<file path="src/rtl/pipe_hazard_ctrl_pkg.sv">
// Shared constants for the five-stage pipeline hazard controller:
// stage indices, sequencer state encoding and exception vector default.
package pipe_hazard_ctrl_pkg;

   localparam int NUM_STAGES = 5;
   localparam int PC_S       = 0;
   localparam int IFID_S     = 1;
   localparam int IDEX_S     = 2;
   localparam int EXMEM_S    = 3;
   localparam int MEMWB_S    = 4;

   typedef enum logic {
      NORMAL        = 1'b0,
      REDIRECT_WAIT = 1'b1
   } hz_state_t;

   localparam logic [31:0] EXC_VECTOR_DEF = 32'hBFC0_0380;

   // Exception squashes every register downstream of the pc.
   localparam logic [NUM_STAGES-1:0] EXC_FLUSH = 5'b11110;

endpackage

</file>
<file path="src/rtl/pipe_hazard_ctrl_div_timer.sv">
// Multi-cycle divide occupancy counter: busy for DIV_CYCLES cycles after a
// start, with last flagging the final busy cycle and cancel aborting it.
module pipe_hazard_ctrl_div_timer #(
   parameter int DIV_CYCLES = 32
) (
   input  logic clk,
   input  logic rst,
   input  logic start,
   input  logic cancel,
   output logic busy,
   output logic last
);

   localparam int CW = (DIV_CYCLES > 2) ? $clog2(DIV_CYCLES) : 1;

   logic          busy_reg;
   logic [CW-1:0] cnt_reg;

   assign busy = busy_reg;
   assign last = busy_reg && (cnt_reg == CW'(DIV_CYCLES - 1));

   always_ff @(posedge clk) begin
      if (!rst) begin
         busy_reg <= 1'b0;
         cnt_reg  <= '0;
      end else if (cancel) begin
         busy_reg <= 1'b0;
         cnt_reg  <= '0;
      end else if (!busy_reg) begin
         // A start while already busy falls through to the counting branch.
         if (start) begin
            busy_reg <= 1'b1;
            cnt_reg  <= '0;
         end
      end else if (last) begin
         busy_reg <= 1'b0;
         cnt_reg  <= '0;
      end else begin
         cnt_reg <= cnt_reg + 1'b1;
      end
   end

endmodule

</file>
<file path="src/rtl/pipe_hazard_ctrl.sv">
// Stall/flush sequencer for the five-stage pipeline: prioritises memory
// waits, divides, load-use and fetch waits, and sequences exception redirects.
module pipe_hazard_ctrl
   import pipe_hazard_ctrl_pkg::*;
#(
   parameter int          DIV_CYCLES = 32,
   parameter logic [31:0] EXC_VECTOR = EXC_VECTOR_DEF
) (
   input  logic        clk,
   input  logic        rst,
   input  logic        if_req,
   input  logic        if_ack,
   input  logic [4:0]  id_rs,
   input  logic [4:0]  id_rt,
   input  logic        id_use_rs,
   input  logic        id_use_rt,
   input  logic        ex_mem_read,
   input  logic [4:0]  ex_w_reg_dst,
   input  logic        ex_div_start,
   input  logic        mem_req,
   input  logic        mem_ack,
   input  logic        mem_has_exception,
   output logic [4:0]  stall_o,
   output logic [4:0]  flush_o,
   output logic        pc_redirect,
   output logic [31:0] pc_redirect_addr,
   output logic        div_busy
);

   hz_state_t state_reg, state_next;

   logic mem_wait, div_wait, load_use, if_wait;
   logic exc_take, div_start, dt_busy, dt_last;
   logic any_src;
   logic [2:0] level;
   logic [NUM_STAGES-1:0] lvl_stall, lvl_flush, stall_vec, flush_vec;
   logic redirect;

   assign mem_wait = mem_req && !mem_ack;
   assign div_wait = dt_busy && !dt_last;
   assign load_use = ex_mem_read && (ex_w_reg_dst != 5'd0) &&
                     ((id_use_rs && (id_rs == ex_w_reg_dst)) ||
                      (id_use_rt && (id_rt == ex_w_reg_dst)));
   assign if_wait  = if_req && !if_ack;

   // An exception waits behind an outstanding data access, then is taken on its ack.
   assign exc_take  = (state_reg == NORMAL) && mem_has_exception && !mem_wait;
   assign div_start = (state_reg == NORMAL) && ex_div_start;

   pipe_hazard_ctrl_div_timer #(
      .DIV_CYCLES (DIV_CYCLES)
   ) u_div_timer (
      .clk    (clk),
      .rst    (rst),
      .start  (div_start),
      .cancel (exc_take),
      .busy   (dt_busy),
      .last   (dt_last)
   );

   always_comb begin
      any_src = 1'b1;
      level   = 3'd0;
      if (mem_wait)      level = 3'(EXMEM_S);
      else if (div_wait) level = 3'(IDEX_S);
      else if (load_use) level = 3'(IFID_S);
      else if (if_wait)  level = 3'(PC_S);
      else               any_src = 1'b0;
   end

   // Everything up to the deepest stalled stage holds; the next one takes a bubble.
   for (genvar gi = 0; gi < NUM_STAGES; gi++) begin : g_lvl
      assign lvl_stall[gi] = any_src && (3'(gi) <= level);
      assign lvl_flush[gi] = any_src && (3'(gi) == level + 3'd1);
   end

   always_ff @(posedge clk) begin
      if (!rst) state_reg <= NORMAL;
      else      state_reg <= state_next;
   end

   always_comb begin
      state_next = state_reg;
      case (state_reg)
         NORMAL:        if (exc_take && if_wait) state_next = REDIRECT_WAIT;
         REDIRECT_WAIT: if (if_ack)              state_next = NORMAL;
         default:       state_next = NORMAL;
      endcase
   end

   always_comb begin
      stall_vec = '0;
      flush_vec = '0;
      redirect  = 1'b0;
      if (rst) begin
         case (state_reg)
            NORMAL: begin
               if (exc_take) begin
                  flush_vec       = EXC_FLUSH;
                  stall_vec[PC_S] = if_wait;
                  redirect        = !if_wait;
               end else begin
                  stall_vec = lvl_stall;
                  flush_vec = lvl_flush;
               end
            end
            REDIRECT_WAIT: begin
               flush_vec       = EXC_FLUSH;
               stall_vec[PC_S] = !if_ack;
               redirect        = if_ack;
            end
            default: ;
         endcase
      end
   end

   assign stall_o          = stall_vec;
   assign flush_o          = flush_vec;
   assign pc_redirect      = redirect;
   assign pc_redirect_addr = EXC_VECTOR;
   assign div_busy         = rst && dt_busy;

endmodule

</file>
<file path="config.mk">
export PLATFORM = sky130hd
export DESIGN_NAME = pipe_hazard_ctrl
export DESIGN_NICKNAME = d
export VERILOG_FILES = /design/src/rtl/pipe_hazard_ctrl_pkg.sv /design/src/rtl/pipe_hazard_ctrl_div_timer.sv /design/src/rtl/pipe_hazard_ctrl.sv
export SDC_FILE = /design/constraint.sdc
export NUM_CORES = 1
export LEC_CHECK = 0
export BUFFER_PORTS_ARGS = -buffer_cell sky130_fd_sc_hd__buf_2
export CAP_MARGIN = 20
export CORE_AREA = 5 5 56 58
export CTS_CLUSTER_DIAMETER = 200
export DETAILED_ROUTE_END_ITERATION = 12
export DIE_AREA = 0 0 61 63
export GPL_TIMING_DRIVEN = 0
export PLACE_DENSITY = 0.71
export SYNTH_ARGS = -nofsm -noshare
export SYNTH_HDL_FRONTEND = slang
export SYNTH_SLANG_ARGS = --single-unit
</file>
<file path="constraint.sdc">
create_clock -name clk -period 3.75 [get_ports clk]
set_input_delay 0.5625 -clock clk [delete_from_list [all_inputs] [get_ports clk]]
set_output_delay 0.5625 -clock clk [all_outputs]
set_load 0.05 [all_outputs]
</file>
==> impl_metrics.ini <==
[setup_path]
cp-end-kind = output port
max_stage_delay_ns = 0.37
timing_worst_setup_path_type = register to output port
worst_path_max_delay_cell = dfxtp_1
arrival_ns = 2.14
cp.buffers_inverters = 1
critical_path_peak_fanout = 5
worst_path_dominant_cell_family = simple AND/OR/NAND/NOR gates
worst_setup_path_start_kind = register
worstPathCellList = ha_1 -> and3_1 -> ha_1 -> nand2b_1 -> nand2_1 -> o32ai_2 -> a21o_1 -> buf_2
cp.required_ns = 3.19
critical-path-top-cell-by-count = ha_1

[final_layout]
largest_register_ff_count = 5
fraction_of_final_layout_cells_with_drive_strength_greater_than_1_pct = 39.5
layout.filler_cells = 301
finished_layout_cells = 216
final_nets = 214
antenna-diode-count = 0
areaGrowthSynthToFinish_pct = 41.6
multi_input_area_um2 = 564
layout.cell_area.non_filler_mm2 = 0.00121
area.sequential_um2 = 140

[clock_tree]
cts_inserted_buffers = 3
clock_insertion_delay_worst_skew_ns = 0.26
cts_root_buffer = clkbuf_4
cts.sink_count = 7
cts.clk_slew.worst_paths_ns = 0.05
tritoncts = done
cts.path.max_buffers = 2
postCtsSetupRepairBufs = 0
postCtsResizedCells = 0
cts-htree-levels = 1
postCtsHoldBufs = 0

[logic_synthesis]
synth_warnings = 0
async_flop_share_pct = 0
synth-edff-count = 0
avg_inst_size_synth_um2 = 7.43
cell_types_occupying_the_most_area_after_synthesis = buf_4 (30%), dfxtp_1 (16%), xor2_1 (8.2%), nor2_1 (4.4%), a21oi_1 (4.1%)
netlist_instances = 115
synth_sequential_area_ratio_pct = 16.4
synth_seq_cells = 7
synth.largest_area_cell = buf_4
dominantRegCellSynth = dfxtp_1
synth_largest_type_area_fraction_pct = 29.9
synth_area_um2 = 855
yosysUniqueCellTypes = 34

[placement]
pre_cts_ws_ns = 1.14
placedInstanceArea_mm2 = 0.00118
globalplace.congestion = 0.749
post-dp-hpwl_um = 1710
place.detailed.instances = 212
numPortBuffers = 34

[timing]
timing.final.setup_violations = 0
finalWorstSetupSlack_ns = 1.04
clock.fmax_mhz = 369
layout_min_cycle_time_ns = 2.71
setup_tns_ns = 0
timing_max_transition_violations_final = 0
finalHoldViolCount = 0
rsz_0062_raised_after_global_routing = false
fin_crit_sh_pct = 72.2
clock_skew_ns = 0.00234

[power]
power.leakage_nw = 0.671
power.density_mw_per_mm2 = 280
vdd_drop_max_mv = 0.149
fin_total_pwr_mw = 0.339
p_int_mw = 0.171
power.share.combinational_pct = 55.9
swShare_pct = 49.5
power.share.sequential_pct = 23.0
power.share.clock_pct = 21.1
net-switching-power_mw = 0.168

[drt]
antenna_violating_nets_post_route = 0
vias = 835
drtIter0Drc = 35
route.detailed.drc = 0
routed_via_density = 3.87
post_drt_wl_per_cell_um = 8.89
totalWireLength_um = 1920
detail_route.first_pass.iterations = 4

[die]
die_height_um = 63
fp.coreArea_mm2 = 0.00262
floorplan.die_area_mm2 = 0.00384
start_util_pct = 32.7
io-pin-count = 70
num_rows = 19
floorplan.die.width_um = 61

[grt]
grt_start_max_net_pins = 10
grt_pass1_wl_um = 3020
antenna_found_initial = 0
gr-usage-all-layers_pct = 10.0
grt_overflow_total = 0
grt_pass1_vias = 734

[flow_run]
drv.max_cap_violation_count = 0

[run_status]
outcome = complete, no violations

[min_path]
hold_class = register to register
power groups by stage:
stage | clock network (mW) | registers (mW) | logic (mW)
after floorplan | 0 | 0.0792 | 0.160
after CTS | 0.0741 | 0.0780 | 0.189
after global routing | 0.0771 | 0.0783 | 0.202
final | 0.0714 | 0.0780 | 0.190
after global placement | 0 | 0.0796 | 0.188
after detailed placement | 0 | 0.0797 | 0.189
placed cells by master, fill, tap and decap left out, types with 2 or more instances in the layout:
cell / synthesis / layout
a21oi_1: 7 / 7
a22oi_1: 2 / 2
and2_1: 2 / 2
and3_1: 2 / 2
buf_2: 0 / 34
buf_4: 34 / 34
clkbuf_1: 2 / 3
clkbuf_4: 0 / 3
conb_1: 2 / 34
dfxtp_1: 7 / 7
ha_1: 2 / 2
inv_1: 2 / 2
nand2_1: 3 / 3
nand2b_1: 3 / 3
nand3_1: 4 / 4
nand3b_1: 2 / 2
nor2_1: 10 / 10
nor3_1: 2 / 2
nor4_1: 2 / 2
o21ai_0: 3 / 3
xnor2_1: 2 / 2
xor2_1: 8 / 8
synthesized netlist by cell type, types with 2 or more instances:
cell      instances
xnor2_1           2
nand2_1           3
conb_1            2
a21oi_1           7
buf_4            34
nor2_1           10
nor3_1            2
a22oi_1           2
xor2_1            8
and2_1            2
and3_1            2
ha_1              2
o21ai_0           3
nand3_1           4
nand2b_1          3
dfxtp_1           7
inv_1             2
nor4_1            2
clkbuf_1          2
nand3b_1          2
layout make-up:
class,count,share of cell area (%)
repair buffers,34,14.1
well taps,31,3.21
flip-flops and latches,7,11.6
clock buffers,4,2.17
plain buffers,36,21.7
multi-input cells,102,46.6
inverters,2,0.620
per-stage QoR:
step / utilization (%) / hold WS (ns)
floorplan: - / 0.454
global placement: 45.3 / 0.473
detailed placement: 45.3 / 0.488
CTS: 46.3 / 0.495
global route: 46.3 / 0.532
finish: 46.3 / 0.495
final timing paths:
kind / startpoint / to / slack [ns] / depth (start not counted)
setup / recovery: u_div_timer.cnt_reg[0] / flush_o[1] / 1.04 / 8
hold / removal: u_div_timer.cnt_reg[3] / u_div_timer.cnt_reg[3] / 0.49 / 2
setup reg to reg: u_div_timer.cnt_reg[0] / u_div_timer.cnt_reg[3] / 2.04 / 6
hold reg to reg: u_div_timer.cnt_reg[3] / u_div_timer.cnt_reg[3] / 0.49 / 2
routing by layer:
layer,part of all wire (%),up-vias,routed length [um],GRT usage (%)
met3,10,2,199,2.69
met1,40,334,760,11.7
met2,49,35,933,16.7
li1,-,464,-,-
met5,0,-,0,0
met4,1.4,0,26,4.07
worst reg2reg max path, stage by stage, from the launching register on:
cell	delay [ns]
dfxtp_1	0.33
ha_1	0.22
and3_1	0.19
ha_1	0.20
nand2b_1	0.21
or3_1	0.36
a21oi_1	0.14
cells by family after synthesis:
logic type / share of synthesized area [%]
buffers and inverters: 31.6
XOR/XNOR: 10.2
flip-flops: 16.4
AO/OA/AOI/OAI: 16.5
adder cells (fa/ha/maj): 2.93
other: 0.879
AND/OR/NAND/NOR: 21.4
No activity file was read; power rests on OpenSTA's default activity.
